--- src/rtl/vec_sum_acc_pkg.sv ---
// vec_sum_acc_pkg: shared definitions for vec_sum_acc.
// Holds the FSM state encoding and the beat-count width.
package vec_sum_acc_pkg;
  localparam int CNT_W = 16;
  typedef enum logic {ACC = 1'b0, HOLD = 1'b1} state_t;
endpackage

--- src/rtl/vec_sum_acc_wallace_adder.sv ---
// wallace_adder: combinational sum of N packed W-bit words, result modulo 2^W.
// Ports: in_data (N words, word k at [k*W +: W]), sum (W-bit total).
module wallace_adder
  import vec_sum_acc_pkg::*;
#(
  parameter int W = 40,
  parameter int N = 4
) (
  input  logic [W*N-1:0] in_data,
  output logic [W-1:0]   sum
);
  logic [W-1:0] s, c;
  // Carry-save reduction keeps one carry-propagate add at the very end.
  always_comb begin
    s = '0;
    c = '0;
    for (int k = 0; k < N; k++)
      {s, c} = {s ^ c ^ in_data[k*W +: W],
                ((s & c) | (s & in_data[k*W +: W]) | (c & in_data[k*W +: W])) << 1};
    sum = s + c;
  end
endmodule

--- src/rtl/vec_sum_acc.sv ---
// vec_sum_acc: accumulates bursts of N-word beats and presents one total per burst.
// Ports: clk, rst_n (async active-low); in_data/in_valid/in_last/in_ready beat input;
//        out_sum/out_count/out_sat/out_valid/out_ready result output.
// Macro VEC_SUM_ACC_SAT_EN: clamp the accumulator on overflow and report a sticky
//        per-burst out_sat; when undefined the accumulator wraps and out_sat is 0.
module vec_sum_acc
  import vec_sum_acc_pkg::*;
#(
  parameter int W     = 32,
  parameter int N     = 4,
  parameter int ACC_W = 40
) (
  input  logic             clk,
  input  logic             rst_n,
  input  logic [W*N-1:0]   in_data,
  input  logic             in_valid,
  input  logic             in_last,
  output logic             in_ready,
  output logic [ACC_W-1:0] out_sum,
  output logic [CNT_W-1:0] out_count,
  output logic             out_sat,
  output logic             out_valid,
  input  logic             out_ready
);
  logic [ACC_W*N-1:0] ext;
  logic [ACC_W-1:0]   beat_sum, s1_sum, acc, acc_nxt, base;
  logic [CNT_W-1:0]   cnt, cnt_nxt;
  logic               s1_valid, s1_last, s1_adv, first;
  state_t             state, state_nxt;

  for (genvar k = 0; k < N; k++) begin : g_ext
    assign ext[k*ACC_W +: ACC_W] = ACC_W'(in_data[k*W +: W]);
  end

  wallace_adder #(.W(ACC_W), .N(N)) u_add (.in_data(ext), .sum(beat_sum));

  assign s1_adv    = s1_valid && state == ACC;
  assign in_ready  = !s1_valid || s1_adv;
  assign out_valid = state == HOLD;
  assign base      = first ? '0 : acc;
  assign cnt_nxt   = first ? CNT_W'(1) : (&cnt ? cnt : cnt + 1'b1);

`ifdef VEC_SUM_ACC_SAT_EN
  logic             sat, sat_nxt;
  logic [ACC_W:0]   raw;
  assign raw     = {1'b0, base} + {1'b0, s1_sum};
  assign acc_nxt = raw[ACC_W] ? '1 : raw[ACC_W-1:0];
  assign sat_nxt = (!first && sat) || raw[ACC_W];
  always_ff @(posedge clk or negedge rst_n)
    if (!rst_n) begin
      sat     <= 1'b0;
      out_sat <= 1'b0;
    end else if (s1_adv) begin
      sat <= sat_nxt;
      if (s1_last) out_sat <= sat_nxt;
    end
`else
  assign acc_nxt = base + s1_sum;
  assign out_sat = 1'b0;
`endif

  always_comb
    state_nxt = state == ACC ? (s1_adv && s1_last ? HOLD : ACC) : (out_ready ? ACC : HOLD);

  always_ff @(posedge clk or negedge rst_n)
    if (!rst_n) state <= ACC;
    else        state <= state_nxt;

  // first is already 1 when HOLD is entered (set by the last beat), so the
  // return to ACC needs no extra bookkeeping.
  always_ff @(posedge clk or negedge rst_n)
    if (!rst_n) begin
      first     <= 1'b1;
      s1_valid  <= 1'b0;
      s1_last   <= 1'b0;
      s1_sum    <= '0;
      acc       <= '0;
      cnt       <= '0;
      out_sum   <= '0;
      out_count <= '0;
    end else begin
      if (in_valid && in_ready) begin
        s1_valid <= 1'b1;
        s1_sum   <= beat_sum;
        s1_last  <= in_last;
      end else if (s1_adv) s1_valid <= 1'b0;
      if (s1_adv) begin
        acc   <= acc_nxt;
        cnt   <= cnt_nxt;
        first <= s1_last;
        if (s1_last) begin
          out_sum   <= acc_nxt;
          out_count <= cnt_nxt;
        end
      end
    end
endmodule

--- config.mk ---
export PLATFORM = sky130hd
export DESIGN_NAME = vec_sum_acc
export DESIGN_NICKNAME = d
export VERILOG_FILES = /design/src/rtl/vec_sum_acc_pkg.sv /design/src/rtl/vec_sum_acc_wallace_adder.sv /design/src/rtl/vec_sum_acc.sv
export SDC_FILE = /design/constraint.sdc
export NUM_CORES = 1
export LEC_CHECK = 0
export BUFFER_PORTS_ARGS = -buffer_cell sky130_fd_sc_hd__buf_2
export CAP_MARGIN = 20
export CORE_UTILIZATION = 30
export CTS_BUF_LIST = sky130_fd_sc_hd__clkbuf_2 sky130_fd_sc_hd__clkbuf_4 sky130_fd_sc_hd__clkbuf_8
export DETAILED_ROUTE_END_ITERATION = 10
export PLACE_DENSITY = 0.6
export SKIP_CTS_REPAIR_TIMING = 1
export SLEW_MARGIN = 10
export SYNTH_ARGS = -nofsm -noshare
export SYNTH_HDL_FRONTEND = slang
export SYNTH_SLANG_ARGS = --single-unit
--- constraint.sdc ---
create_clock -name clk -period 4.95 [get_ports clk]
set_input_delay 0.99 -clock clk [delete_from_list [all_inputs] [get_ports clk]]
set_output_delay 0.99 -clock clk [all_outputs]
set_load 0.02 [all_outputs]
======== After elaboration in Yosys (flattened, before gate mapping) ========
Index checks and enable logic that the tools add are counted.
operators by class
  $add $sub $neg .......................... 3
  multiplexer cells ....................... 8
  bitwise operators ....................... 17
  reduce and logical (&&, ||, !) cells .... 8
operators by type and width
  operator                                                          number
  39-bit bitwise OR                                                 3
  40-bit adder                                                      2
  40-bit by 32-bit bitwise XOR with 40-bit output                   2
  40-bit bitwise XOR                                                2
  39-bit by 32-bit bitwise AND with 39-bit output                   2
  32-bit bitwise AND                                                2
  40-bit two-way mux                                                1
  39-bit bitwise AND                                                1
  39-bit by 33-bit bitwise OR with 39-bit output                    1
  32-bit by 33-bit bitwise AND with 33-bit output                   1
  33-bit by 32-bit bitwise AND with 33-bit output                   1
  16-bit two-way mux                                                2
  32-bit bitwise XOR                                                1
  16-bit by 1-bit adder with 16-bit output (second input constant)  1
  16-bit AND reduction                                              1
  1-bit two-way mux                                                 5
  1-bit logical AND                                                 3
  2-bit AND reduction                                               1
  2-bit nonzero test                                                1
  1-bit zero test                                                   1
  1-bit logical OR                                                  1
  1-bit NOT                                                         1
word-level totals
  bits in registers ....................... 156
  input bits .............................. 133
  output and inout port bits .............. 59

======== Longest topological paths before layout ========
  word-level depth ........................ 8
  depth in mapped cells ................... 16

======== Hierarchy ========
Synthesis repeated with hierarchy kept, for this count alone.
second synthesis, totals
  cell total of the unflattened synthesis .. 1518
  area total of the unflattened synthesis .. 13407.9 µm²
modules (own cells, without submodules)
  module         instances  cells an instance  area an instance (µm²)  seq. area each (µm²)
  vec_sum_acc    1          927                8635.8                  3905.0
  wallace_adder  1          591                4772.1                  0.0

======== Worst setup path after synthesis ========
No wires, ideal clock.
  path type ............................... input to register
  start ................................... in in_data[1]
  end ..................................... reg s1_sum[33]
  arrival time ............................ 4.483 ns
  slack ................................... 0.332 ns
  stages .................................. 15
  buffers on the path ..................... 0
  path through ............................ ha_1 > fa_1 > fa_1 > ha_1 > inv_1 > fa_1 > nor2b_1 > o31ai_1 > a2111oi_0 > o2111ai_1 > nand2_1 > a311oi_2 > o2111ai_1 > mux2i_1 > o311ai_1
on the way
  longest elaborated chain between the ends .. 8
  elaborated cells between the ends (all ways) .. 17
  those cells by class .................... add/sub: 1; bitwise: 16
RTL lines
  element                                                                                       RTL line                                                          RTL
  from (decl)                                                                                   vec_sum_acc.sv:15                                                 input logic [W*N-1:0] in_data,
  32-bit bitwise XOR / 32-bit bitwise AND (equally long branches)                               vec_sum_acc_wallace_adder.sv:18, vec_sum_acc_wallace_adder.sv:19
  32-bit by 33-bit bitwise AND with 33-bit output / 32-bit bitwise AND (equally long branches)  vec_sum_acc_wallace_adder.sv:19                                   ((s & c) | (s & in_data[k*W +: W]) | (c & in_data[k*W +: W])) << 1};
  39-bit bitwise OR                                                                             vec_sum_acc_wallace_adder.sv:19
  39-bit by 33-bit bitwise OR with 39-bit output                                                vec_sum_acc_wallace_adder.sv:19
  39-bit bitwise AND                                                                            vec_sum_acc_wallace_adder.sv:19
  39-bit bitwise OR (2 in a row)                                                                vec_sum_acc_wallace_adder.sv:19
  40-bit adder (*)                                                                              vec_sum_acc_wallace_adder.sv:20                                   sum = s + c;
  to (signal assigned)                                                                          vec_sum_acc.sv:84                                                 s1_sum <= beat_sum;
  to (decl)                                                                                     vec_sum_acc.sv:26                                                 logic [ACC_W-1:0] beat_sum, s1_sum, acc, acc_nxt, base;
Mark *: on every way between the ends. The rest lies on a longest branch, timed or not.
A chain may end at the register's enable or synchronous reset.

======== Worst setup path in the final report ========
Ends and elaborated chain as after synthesis.

==> results.tsv <==
stage	metric	value	unit
routing	m1WireLength	15.3	mm
final_layout	fin_cells	2074	
routing	wl_met2	12.5	mm
clocking	cts_sinks	151	
sta	period_minus_slack	4.57	ns
final_layout	finish.utilization	35.5	%
synthesis	synth_area_leader_cell	dfrtp_1	
clocking	clkTransAtPathRegs	0.10	ns
final_layout	nFillCells	4123	
run	maxCapViolations	0	
final_layout	layout-drive-gt1-share	17.5	%
routing	num_vias	9600	
placed_design	dp_hpwl	23.1	mm
final_layout	n_antenna_cell	0	
critical_path	worstSetupPathType	in2reg	
global_route	grt_first_pass_wirelength	48.5	mm
final_layout	fin_area	0.0139	mm^2
sta	hold_viol	0	
final_layout	fin_nets	1844	
pwr	vdd_drop_max	0.197	mV
floorplan	core_area	0.0390	mm^2
sta	drv_slew	0	
routing	ant_nets	0	
sta	setup_violations	0	
floorplan	num_io_pins	192	
global_route	antenna_found_initial	0	
placed_design	dp_cells	2042	
floorplan	fp-row-count	72	
synthesis	async_flop_share	100	%
synthesis	yosysWarnings	0	
global_route	grt_pass1_vias	9404	
routing	drc	0	
hold_path	hp-class	reg2reg	
placed_design	place_congestion	0.848	
final_layout	area_growth	15.9	%
global_route	grt-ovfl-total	0	
synthesis	yosysTopAreaCellShare	31.4	%
clocking	cts_buffer_depth	2	
sta	rsz0062_at_grt	false	
synthesis	netlist_area	0.0120	mm^2
sta	setup_tns	0	ns
placed_design	place_area	0.0135	mm^2
sta	tightest_slew	0.914	ns
floorplan	dieArea	0.0407	mm^2
floorplan	dieWidth	202	um
synthesis	synthTopCellsByArea	dfrtp_1, ha_1, fa_1, nand2_1, o21ai_0	
synthesis	synth_common_cells	nand2_1, inv_1, dfrtp_1, o21ai_0, ha_1	
clocking	cts_tree	done	
clocking	root_buffer	clkbuf_8	
synthesis	syn_nets	1673	
sta	fmax	219	MHz
pwr	cellLeakagePower	6.82	nW
critical_path	critPathLaunchType	primary input	
sta	finalClockSkew	0.0159	ns
sta	fin_crit_sh	92.3	%
synthesis	synth_seq_area_share	31.6	%
floorplan	die_h	202	um
routing	firstDrtPassIters	5	
routing	wl_met3	841	um
routing	drtIter0Drc	392	
critical_path	end_kind	flop	
critical_path	worstPathArrival	4.88	ns
clocking	clk_latency	0.46	ns
routing	wl	28.9	mm
pwr	power.density	579	mW/mm^2
pwr	finalPower	8.03	mW
clocking	cts_made_buffers	17	
synthesis	syn_avg_cell_area	8.71	um^2
routing	detail_route.wl_per_cell	13.9	um
outcome	outcome	finished clean	
synthesis	synth_seq_cells	151	
sta	max_slew_margin	38.8	%
synthesis	synth_cells	1373	
floorplan	initial_utilization	30.6	%
clocking	htree_num_levels	4	
critical_path	crit_fanout	3	
placed_design	port-buffer-count	190	
synthesis	synth_edf_count	0	
global_route	grt_max_degree	83	
routing	top_layer	met4	
global_route	grt.total_usage	14.7	%
synthesis	ys.flop_type	dfrtp_1	
routing	via_per_inst	4.63	
critical_path	critPathRequiredTime	5.26	ns
synthesis	yosysUniqueCellTypes	84	
synthesis	synth_most_common_cell	nand2_1	
## critical path, cell delays in order
cell and delay, ns:
buf_2 0.10, ha_1 0.30, fa_1 0.48, fa_1 0.52, ha_1 0.17, inv_1 0.06, fa_1 0.37, nor2b_1 0.20
o31ai_1 0.12, a2111oi_0 0.41, buf_4 0.20, o2111ai_1 0.11, nand2_1 0.14, a311oi_2 0.12, o2111ai_1 0.26, mux2i_1 0.23
o311ai_1 0.11
## area by class of cell
cell class	count	area, um^2	area share [%]
inverters	157	589	4.25
well taps	518	648	4.68
flip-flops and latches	151	3780	27.3
clock inverters	14	120	0.867
multi-input cells	1009	7370	53.2
repair buffers	208	1110	8.03
clock buffers	17	234	1.69
## metrics by stage
step	hold slack, ns	setup slack (ns)
floorplan	0.438	0.332
finish	0.469	0.381
global placement	0.446	-0.0748
detailed placement	0.454	-0.0665
CTS	0.478	0.403
global route	0.496	0.108
## worst paths after layout
| kind | start | end | slack [ns] | cells past startpoint |
|---|---|---|---|---|
| max | in_data[1] | s1_sum[33]$_DFFE_PN0P_ | 0.38 | 17 |
| min | out_count[0]$_DFFE_PN0P_ | out_count[0]$_DFFE_PN0P_ | 0.47 | 2 |
| max reg2reg | first$_DFFE_PN1P_ | acc[24]$_DFFE_PN0P_ | 1.18 | 13 |
| min reg2reg | out_count[0]$_DFFE_PN0P_ | out_count[0]$_DFFE_PN0P_ | 0.47 | 2 |
| max in group asynchronous | rst_n | first$_DFFE_PN1P_ | 3.32 | 2 |
| min in group asynchronous | rst_n | out_count[15]$_DFFE_PN0P_ | 0.56 | 1 |
## kinds of logic after synthesis
logic type	after synthesis	synth area share, %
buffers and inverters	213	6.80
AND/OR/NAND/NOR	411	15.7
adder cells (fa/ha/maj)	167	21.5
XOR/XNOR	68	4.98
flip-flops	151	31.6
multiplexers	13	1.16
other	1	0.0314
AO/OA/AOI/OAI	349	18.3
## report_power, final
group / internal [mW] / leakage (nW) / switching, mW
logic: 1.95 / 4.75 / 3.06
registers: 1.76 / 1.89 / 0.371
clock network: 0.359 / 0.174 / 0.528
## cell usage in the layout (no fill, tap or decap), types with 5 or more instances in the layout
cell,n
nand2_1,209
xnor2_1,32
clkbuf_8,17
inv_1,157
nor2b_1,41
nor2_1,61
o211ai_1,8
nor3_1,13
o21bai_1,11
mux2i_1,9
and2_1,5
and3_1,10
a21o_1,19
inv_6,5
fa_1,64
nand3_1,24
o31ai_1,12
o21a_1,7
o21ai_0,145
xor2_1,36
buf_2,189
a211oi_1,8
o21ai_1,8
a21oi_1,71
nand4_1,15
ha_1,103
a31oi_1,9
dfrtp_1,150
buf_4,17
nand2b_1,11
## layer usage
layer  GRT usage (%)  vias up
met5               0        -
met4            3.25        0
met3            1.86       17
met2            22.6      178
met1            21.9     4447
li1                -     4958
## registers in the layout, summed over array words and instances (netlist names)
name / flops
acc: 40
cnt: 16
first: 1
out_count: 16
out_sum: 40
out_valid: 1
s1_last: 1
s1_sum: 35
s1_valid: 1
Note: power is estimated with default switching activity, not from simulation.
